**src/rtl/cpu_pkg.sv**
```systemverilog
// cpu_pkg: definitions shared by the pipelined CPU blocks.
//   - opcode constants (top nibble of a 16-bit instruction)
//   - fetch-stage state encoding
//   - default PC increment per instruction
package cpu_pkg;

  localparam int PC_STEP_DEFAULT = 2;

  localparam logic [3:0] OP_ADD = 4'h0;
  localparam logic [3:0] OP_LDI = 4'h1;
  localparam logic [3:0] OP_BRA = 4'hC;
  localparam logic [3:0] OP_PCS = 4'hE;
  localparam logic [3:0] OP_HLT = 4'hF;

  typedef enum logic [1:0] {
    FS_REQ    = 2'd0,
    FS_WAIT   = 2'd1,
    FS_HOLD   = 2'd2,
    FS_HALTED = 2'd3
  } fetch_state_e;

endpackage

```
**src/rtl/pc_incrementer.sv**
```systemverilog
// pc_incrementer: modulo-2^ADDR_W adder that advances an address by STEP.
// Ports:
//   addr_i  in  ADDR_W  address to advance
//   sum_o   out ADDR_W  addr_i + STEP, wrapping at 2^ADDR_W
module pc_incrementer #(
  parameter int ADDR_W = 16,
  parameter int STEP   = 2
) (
  input  logic [ADDR_W-1:0] addr_i,
  output logic [ADDR_W-1:0] sum_o
);

  assign sum_o = addr_i + ADDR_W'(STEP);

endmodule

```
**src/rtl/fetch_unit.sv**
```systemverilog
// fetch_unit: instruction-fetch stage. Owns the PC, keeps at most one
// request outstanding to a variable-latency instruction memory, buffers a
// response that arrives under stall, and stops fetching after HLT until a
// redirect arrives.
// Ports:
//   clk, rst_n                 clock, asynchronous active-low reset
//   imem_req/imem_addr         one-cycle request pulse and its address
//   imem_valid/imem_rdata      one-cycle response strobe and instruction
//   stall, flush               hazard controls for the IF/ID register
//   redirect_valid/redirect_pc new PC from branch resolution
//   pc                         next fetch address
//   ifid_valid/instr/pc/pc_next IF/ID pipeline register contents
//   fetch_halted               HLT delivered, no further requests
module fetch_unit
  import cpu_pkg::*;
#(
  parameter int              ADDR_W     = 16,
  parameter int              INSTR_W    = 16,
  parameter int              PC_STEP    = PC_STEP_DEFAULT,
  parameter logic [ADDR_W-1:0] RESET_PC = '0,
  parameter logic [3:0]      HLT_OPCODE = OP_HLT
) (
  input  logic               clk,
  input  logic               rst_n,
  output logic               imem_req,
  output logic [ADDR_W-1:0]  imem_addr,
  input  logic               imem_valid,
  input  logic [INSTR_W-1:0] imem_rdata,
  input  logic               stall,
  input  logic               flush,
  input  logic               redirect_valid,
  input  logic [ADDR_W-1:0]  redirect_pc,
  output logic [ADDR_W-1:0]  pc,
  output logic               ifid_valid,
  output logic [INSTR_W-1:0] ifid_instr,
  output logic [ADDR_W-1:0]  ifid_pc,
  output logic [ADDR_W-1:0]  ifid_pc_next,
  output logic               fetch_halted
);

  fetch_state_e       state_q, state_d;
  logic [ADDR_W-1:0]  pc_q, pc_d;
  logic [ADDR_W-1:0]  req_pc_q, req_pc_d;
  logic               drop_pending_q, drop_pending_d;
  logic [INSTR_W-1:0] skid_instr_q, skid_instr_d;
  logic               ifid_valid_q, ifid_valid_d;
  logic [INSTR_W-1:0] ifid_instr_q, ifid_instr_d;
  logic [ADDR_W-1:0]  ifid_pc_q, ifid_pc_d;
  logic [ADDR_W-1:0]  ifid_pc_next_q, ifid_pc_next_d;

  logic [ADDR_W-1:0]  pc_plus_step;
  logic [ADDR_W-1:0]  req_pc_plus_step;
  logic               new_valid;
  logic [INSTR_W-1:0] new_instr;
  logic               resp_is_hlt;
  logic               skid_is_hlt;

  pc_incrementer #(.ADDR_W(ADDR_W), .STEP(PC_STEP)) u_pc_inc (
    .addr_i (pc_q),
    .sum_o  (pc_plus_step)
  );

  pc_incrementer #(.ADDR_W(ADDR_W), .STEP(PC_STEP)) u_ifid_inc (
    .addr_i (req_pc_q),
    .sum_o  (req_pc_plus_step)
  );

  assign resp_is_hlt = (imem_rdata[INSTR_W-1 -: 4] == HLT_OPCODE);
  assign skid_is_hlt = (skid_instr_q[INSTR_W-1 -: 4] == HLT_OPCODE);

  // rst_n gates the request so nothing is presented while reset is held,
  // yet the first request goes out in the very cycle reset is released.
  assign imem_req     = rst_n && (state_q == FS_REQ) && !drop_pending_q;
  assign imem_addr    = pc_q;
  assign pc           = pc_q;
  assign fetch_halted = (state_q == FS_HALTED);
  assign ifid_valid   = ifid_valid_q;
  assign ifid_instr   = ifid_instr_q;
  assign ifid_pc      = ifid_pc_q;
  assign ifid_pc_next = ifid_pc_next_q;

  always_comb begin
    state_d        = state_q;
    pc_d           = pc_q;
    req_pc_d       = req_pc_q;
    drop_pending_d = drop_pending_q;
    skid_instr_d   = skid_instr_q;
    new_valid      = 1'b0;
    new_instr      = imem_rdata;

    case (state_q)
      FS_REQ: begin
        req_pc_d = pc_q;
        state_d  = FS_WAIT;
        if (redirect_valid) begin
          // The request just issued is now stale; its response must be eaten.
          pc_d           = redirect_pc;
          drop_pending_d = 1'b1;
        end else begin
          pc_d = pc_plus_step;
        end
      end

      FS_WAIT: begin
        if (imem_valid) begin
          if (redirect_valid || drop_pending_q) begin
            drop_pending_d = 1'b0;
            state_d        = FS_REQ;
            if (redirect_valid) begin
              pc_d = redirect_pc;
            end
          end else if (stall) begin
            skid_instr_d = imem_rdata;
            state_d      = FS_HOLD;
          end else begin
            new_valid = 1'b1;
            new_instr = imem_rdata;
            // A flushed instruction was never delivered, so it cannot halt.
            state_d   = (resp_is_hlt && !flush) ? FS_HALTED : FS_REQ;
          end
        end else if (redirect_valid) begin
          pc_d           = redirect_pc;
          drop_pending_d = 1'b1;
        end
      end

      FS_HOLD: begin
        if (redirect_valid) begin
          pc_d    = redirect_pc;
          state_d = FS_REQ;
        end else if (!stall) begin
          new_valid = 1'b1;
          new_instr = skid_instr_q;
          state_d   = (skid_is_hlt && !flush) ? FS_HALTED : FS_REQ;
        end
      end

      FS_HALTED: begin
        if (redirect_valid) begin
          pc_d    = redirect_pc;
          state_d = FS_REQ;
        end
      end

      default: state_d = FS_REQ;
    endcase
  end

  // IF/ID: flush beats stall; without either, a cycle with no new
  // instruction becomes a bubble. req_pc_q stays frozen through HOLD, so it
  // still names the skid entry's address when the skid drains.
  always_comb begin
    ifid_valid_d   = ifid_valid_q;
    ifid_instr_d   = ifid_instr_q;
    ifid_pc_d      = ifid_pc_q;
    ifid_pc_next_d = ifid_pc_next_q;
    if (flush) begin
      ifid_valid_d = 1'b0;
    end else if (stall) begin
      ifid_valid_d = ifid_valid_q;
    end else if (new_valid) begin
      ifid_valid_d   = 1'b1;
      ifid_instr_d   = new_instr;
      ifid_pc_d      = req_pc_q;
      ifid_pc_next_d = req_pc_plus_step;
    end else begin
      ifid_valid_d = 1'b0;
    end
  end

  always_ff @(posedge clk or negedge rst_n) begin
    if (!rst_n) begin
      state_q        <= FS_REQ;
      pc_q           <= RESET_PC;
      req_pc_q       <= '0;
      drop_pending_q <= 1'b0;
      skid_instr_q   <= '0;
      ifid_valid_q   <= 1'b0;
      ifid_instr_q   <= '0;
      ifid_pc_q      <= '0;
      ifid_pc_next_q <= '0;
    end else begin
      state_q        <= state_d;
      pc_q           <= pc_d;
      req_pc_q       <= req_pc_d;
      drop_pending_q <= drop_pending_d;
      skid_instr_q   <= skid_instr_d;
      ifid_valid_q   <= ifid_valid_d;
      ifid_instr_q   <= ifid_instr_d;
      ifid_pc_q      <= ifid_pc_d;
      ifid_pc_next_q <= ifid_pc_next_d;
    end
  end

endmodule

```
**config.mk**
```make
export PLATFORM = sky130hd
export DESIGN_NAME = fetch_unit
export DESIGN_NICKNAME = d
export VERILOG_FILES = /design/src/rtl/cpu_pkg.sv /design/src/rtl/pc_incrementer.sv /design/src/rtl/fetch_unit.sv
export SDC_FILE = /design/constraint.sdc
export NUM_CORES = 1
export LEC_CHECK = 0
export CORE_UTILIZATION = 40
export CTS_CLUSTER_SIZE = 40
export DETAILED_ROUTE_END_ITERATION = 7
export GPL_TIMING_DRIVEN = 1
export MAX_ROUTING_LAYER = met4
export PLACE_DENSITY_LB_ADDON = 0.25
export SYNTH_ARGS = -nofsm -noshare
export SYNTH_HDL_FRONTEND = slang
export SYNTH_SLANG_ARGS = --single-unit
```
**constraint.sdc**
```tcl
create_clock -name clk -period 6.09 [get_ports clk]
set_input_delay 0.609 -clock clk [delete_from_list [all_inputs] [get_ports clk]]
set_output_delay 0.609 -clock clk [all_outputs]
set_load 0.02 [all_outputs]
```
**After elaboration in Yosys (flattened, before gate mapping)**

Index checks and enable logic that the tools add are counted.

- Output and inout port bits: 83
- Logic and storage cells: 66
- Register bits after elaboration: 100

- Reductions and logical operators: 14
- Equal/unequal tests: 10
- Multiplexer cells: 28
- Bitwise logic cells: 3
- $add $sub $neg: 2

Operators by type and width:

| kind | count |
|---|---|
| two-way mux 16 bit | 6 |
| case mux 16 bit (3 select lines) | 1 |
| adder 16 x 2 -> 16 bit (second input constant) | 2 |
| two-way mux 2 bit | 8 |
| two-way mux 1 bit | 10 |
| == test 4 bit (second input constant) | 2 |
| case mux 2 bit (4 select lines) | 1 |
| inequality test 3 bit (second input constant) | 2 |
| AND reduction 3 bit | 2 |
| == test 2 bit (second input constant) | 2 |
| logical AND 1 bit | 4 |
| inequality test 2 bit (second input constant) | 2 |
| case mux 1 bit (2 select lines) | 2 |
| AND reduction 4 bit | 1 |
| inverter 1 bit | 3 |
| == test 2 x 1 -> 1 bit (second input constant) | 1 |
| zero test 1 bit | 2 |
| zero test 2 bit | 1 |
| inequality test 2 x 1 -> 1 bit (second input constant) | 1 |
| AND reduction 2 bit | 1 |
| nonzero test 2 bit | 1 |
| OR reduction 2 bit | 1 |
| logical OR 1 bit | 1 |

**Longest topological paths before layout**

- Depth after elaboration: 7
- Depth in mapped cells: 8
- Gate-level depth less buffers: 6

**Modules after synthesis**

A second synthesis with hierarchy kept.

- Cells, all modules: 406
- Area, all modules: 4,987.3 µm²

By module, submodules not included:

| module | area each (µm²) | times used | cells an instance | seq. area each (µm²) |
|---|---|---|---|---|
| fetch_unit | 4,404.2 | 1 | 328 | 2,502.4 |
| pc_incrementer at u_pc_inc | 295.3 | 1 | 39 | 0.0 |
| pc_incrementer at u_ifid_inc | 287.8 | 1 | 39 | 0.0 |

**Worst setup path after synthesis**

No wires, ideal clock.

- Path kind: register -> output
- Start point: register state_q[0]
- End point: output imem_req
- Stages on the path, launching flop included: 6
- Slack: 3.957 ns
- Path buffers: 2
- Data arrival time: 1.524 ns
- Required time: 5.481 ns
- Path through: dfrtp_1 -> inv_1 -> ha_1 -> clkbuf_1 -> clkbuf_1 -> and3_1

- Longest elaborated chain between the ends: 3

Ends and longest elaborated chain:

| item | line | text |
|---|---|---|
| start: declaration | fetch_unit.sv:41 | `fetch_state_e state_q, state_d;` |
| start signal: assignment | fetch_unit.sv:183 | `state_q <= state_d;` |
| zero test 2 bit | fetch_unit.sv:73 | `assign imem_req = rst_n && (state_q == FS_REQ) && !drop_pending_q;` |
| logical AND 1 bit (2 in a row) | fetch_unit.sv:73 |  |
| end: declaration | fetch_unit.sv:25 | `output logic imem_req,` |

No other way between the ends.

**Final worst setup path**

- Start point: input redirect_valid
- End point: register ifid_valid_q (netlist: ifid_valid)

- Longest elaborated chain between the ends: 7
- Elaborated cells on any way between the ends: 8

Ends and longest elaborated chain:

| item | line | text |
|---|---|---|
| start: declaration | fetch_unit.sv:31 | `input logic redirect_valid,` |
| logical OR 1 bit | fetch_unit.sv:106 | `if (redirect_valid \|\| drop_pending_q) begin` |
| two-way mux 1 bit | fetch_unit.sv:106 |  |
| two-way mux 1 bit | fetch_unit.sv:105 | `if (imem_valid) begin` |
| case mux 1 bit (2 select lines) (*) | fetch_unit.sv:91 | `case (state_q)` |
| two-way mux 1 bit (*) | fetch_unit.sv:161 | `end else if (new_valid) begin` |
| two-way mux 1 bit (*) | fetch_unit.sv:159 | `end else if (stall) begin` |
| two-way mux 1 bit (*) | fetch_unit.sv:157 | `if (flush) begin` |
| end signal: assignment | fetch_unit.sv:188 | `ifid_valid_q <= ifid_valid_d;` |
| end: declaration | fetch_unit.sv:46 | `logic ifid_valid_q, ifid_valid_d;` |

Mark *: on every way between the ends. The rest lies on a longest branch, timed or not. The select of a mux whose other input is x is not followed.
A chain may end at the register's enable or synchronous reset.

==> reports/results.md <==
| Result | Reported | Unit |
|---|---|---|
| Run status | complete, no violations | - |
| Largest cells by area after synthesis | dfrtp_1 (53%), mux2_2 (10%), o21ai_0 (5.6%) | - |
| Root buffer selected by CTS | clkbuf_16 | - |
| Routed vias | 3457 | - |
| Count of TritonRoute iterations in the first routing pass | 6 | - |
| Average wire per cell in the routed design | 15.38 | µm |
| Initial DRC count | 126 | - |
| Postcts setup bufs | 0 | - |
| Overflow after GRT | 0 | - |
| Total of hold buffers inserted after clock tree synthesis | 0 | - |
| Residual DRC count | 0 | - |
| Area of the multi-input gates | 1923 | µm² |
| Per-cell via count in the routed design | 5.099 | - |
| Clk pin slew, worst setup/hold paths | 0.07 | ns |
| Worst Setup Path Type | in2reg | - |
| Relative area change from synthesis to final layout | 32.07 | % |
| Post-synth top area cell | dfrtp_1 | - |
| Cell types with the highest counts after synthesis | dfrtp_1 (99), nand2_1 (59), o21ai_0 (52), mux2_2 (42), mux2i_1 (19) | - |
| Routed Antenna Nets | 0 | - |
| Critical path, cell by cell | clkdlybuf4s50_1 -> buf_4 -> nand2b_1 -> buf_4 -> a21o_2 -> buf_4 -> o21ai_0 | - |
| Worst setup margin | 3.163 | ns |
| Maximum net fanout on the critical path | 52 | - |
| Register-to-register path setup slack | 3.54 | ns |
| EDFF count, synth | 0 | - |
| Cell at the slowest stage of the critical path | a21o_2 | - |
| Worst voltage drop across the vdd grid | 0.2080 | mV |
| Post-synthesis net count | 476 | - |
| Number of instances in the synthesized netlist | 432 | - |
| Syn. warnings | 0 | - |
| Height of the die | 110.0 | µm |
| Clock period minus worst slack | 2.927 | ns |
| Data required time of the worst path | 6.30 | ns |
| Total CTS buffers | 9 | - |
| Clock tree sinks | 99 | - |
| Endpoint of the worst register-to-register path | ifid_valid$_DFFE_PN0P_ | - |
| Prevailing post-synth register cell | dfrtp_1 | - |
| Startpoint Class | primary input | - |
| Class of the tightest hold or removal check | in2async | - |
| Clock tree buffer depth | 2 | - |
| Source of the worst register-to-register timing path | state_q[0]$_DFFE_PN0P_ | - |
| Effective utilization at floorplan | 0.4100 | - |
| Post-layout instance count excluding filler cells | 678 | - |
| Cell repeated most along the worst path | buf_4 | - |
| Share of final-layout standard cells stronger than drive strength 1 | 0.1234 | - |
| Pin count of the biggest net entering global routing | 58 | - |
| Post-CTS resize count | 0 | - |
| Vias in the first global route | 3227 | - |
| Die area | 12090 | µm² |
| Area fraction of the dominant cell type after synthesis | 0.5314 | - |
| Post-Place Setup Slack | 2.785 | ns |
| Buffers on Ports | 120 | - |
| Fillers | 997 | - |
| Number of max-slew violations in the final report | 0 | - |
| Share of async-settable or async-resettable flops after synthesis | 1.000 | - |
| Arr. time, crit path | 3.13 | ns |
| Sequential area share after synthesis | 0.5314 | - |
| Fraction of the cycle the final worst path needs | 0.4807 | - |
| Die W | 110.0 | µm |
| Distinct cell type count of the synthesized netlist | 44 | - |
| Most numerous cell in the Yosys netlist | dfrtp_1 | - |
| Number of maximum-capacitance violations | 0 | - |
| Placed Instances | 662 | - |
| Num ports | 121 | - |
| Number of rows created at floorplan | 39 | - |
| GPL Wtd Cong | 0.8138 | - |
| Hold Fails Final Rpt | 0 | - |
| Storage cell area | 2477 | µm² |
| Netlist Area Pre-Place | 4662 | µm² |
| Top cell family by delay on the critical path | buffers and inverters | - |
| Slew of the pin with the lowest slew margin | 0.8354 | ns |
| Net count reported at finish | 574 | - |
| Clock latency at the later pin of the worst-skew pair | 0.34 | ns |
| CTS tree | done | - |
| Tightest hold margin | 0.2521 | ns |
| Core footprint | 11370 | µm² |
| Initial antenna violation count | 0 | - |
| Post-Synthesis Mean Instance Area | 10.79 | µm² |
| Worst slew margin relative to its limit | 0.4430 | - |
| Global-route wire length before repair | 16500 | µm |
| Setup repair after global routing missed its margin | false | - |
| Highest achievable clock rate | 341.6 | MHz |
| Final Setup Violations | 0 | - |
| Critical path's largest stage delay | 0.75 | ns |
| Worst setup skew after layout | 0.007782 | ns |
| Total buffers and inverters traversed by the critical path | 4 | - |
| Detail Placement HPWL | 7547 | µm |
| Total global routing track utilization | 0.1863 | - |
| H-tree depth reported by CTS | 3 | - |
| Count of cells along the worst register-to-register path | 7 | - |
| Power after layout | 2673 | µW |
| Power density cells | 434.1 | nW/µm² |
| Routed WL | 10430 | µm |
| Number of diodes added for antenna fixing | 0 | - |
| Yosys reg bits | 99 | - |
| Post-route setup TNS | 0 | ns |
| Leakage | 0.002672 | µW |
| Crit. End Element | flop | - |
-- worst max-delay path by stage --
stage | from | to | depth (start not counted)
6_report | redirect_valid | ifid_valid$_DFFE_PN0P_ | 7
5_1_grt | redirect_valid | ifid_instr[0]$_DFFE_PN0P_ | 7
4_1_cts | redirect_valid | ifid_valid$_DFFE_PN0P_ | 7
3_5_place_dp | redirect_valid | ifid_instr[4]$_DFFE_PN0P_ | 7
3_3_place_gp | redirect_valid | ifid_instr[7]$_DFFE_PN0P_ | 7
2_1_floorplan | state_q[0]$_DFFE_PN0P_ | imem_req | 5
-- layout make-up --
class | instances | area share
clock buffer | 12 | 0.04003
clock inverter | 4 | 0.008128
inverter | 12 | 0.007316
tap | 143 | 0.02906
multi-input combinational | 283 | 0.3123
timing repair buffer | 125 | 0.2008
sequential | 99 | 0.4024
-- per-layer routing --
metal,vias to the layer above,wire length [µm],track usage
met2,85,4947,0.2781
met4,0,213,0.06952
met1,1663,4843,0.2551
met3,15,426,0.03082
li1,1694,-,-
met5,-,0,-
-- where the power goes --
group	internal (µW)	switching [µW]	total [µW]	leakage, µW
Clock	329	240	569	0.000139
Combinational	510	485	995	0.00127
Sequential	893	215	1110	0.00126
-- flip-flops by register name, summed over array words and instances, names as in the netlist --
name            count
ifid_instr         16
ifid_pc            16
imem_addr          16
req_pc_q           16
skid_instr_q       16
ifid_pc_next       15
state_q             2
drop_pending_q      1
ifid_valid          1
-- logic make-up after synthesis --
group,count (synthesis),synth area share
AO/OA/AOI/OAI,71,0.08454
buffers and inverters,50,0.05636
AND/OR/NAND/NOR,125,0.1318
multiplexers,61,0.1422
flip-flops,99,0.5314
adder cells (fa/ha/maj),6,0.01610
XOR/XNOR,20,0.03757
-- metrics by stage --
stage,utilization,instance area [µm²]
after floorplan,-,4662
after global placement,0.5155,5861
after detailed placement,0.5155,5861
after CTS,0.5415,6157
after global routing,0.5415,6157
final,0.5415,6157
-- cell usage in the layout (no fill, tap or decap), types with 9 or more instances in the layout --
cell type / synthesis / final
mux2_2: 42 / 42
nand3_1: 13 / 13
xnor2_1: 16 / 16
inv_1: 12 / 12
mux2i_1: 19 / 19
nand2_1: 59 / 59
clkdlybuf4s50_1: 0 / 119
clkbuf_16: 0 / 9
nand4_1: 9 / 9
dfrtp_1: 99 / 99
nor2_1: 9 / 9
o21ai_0: 52 / 52
No activity file was read; power rests on OpenSTA's default activity.
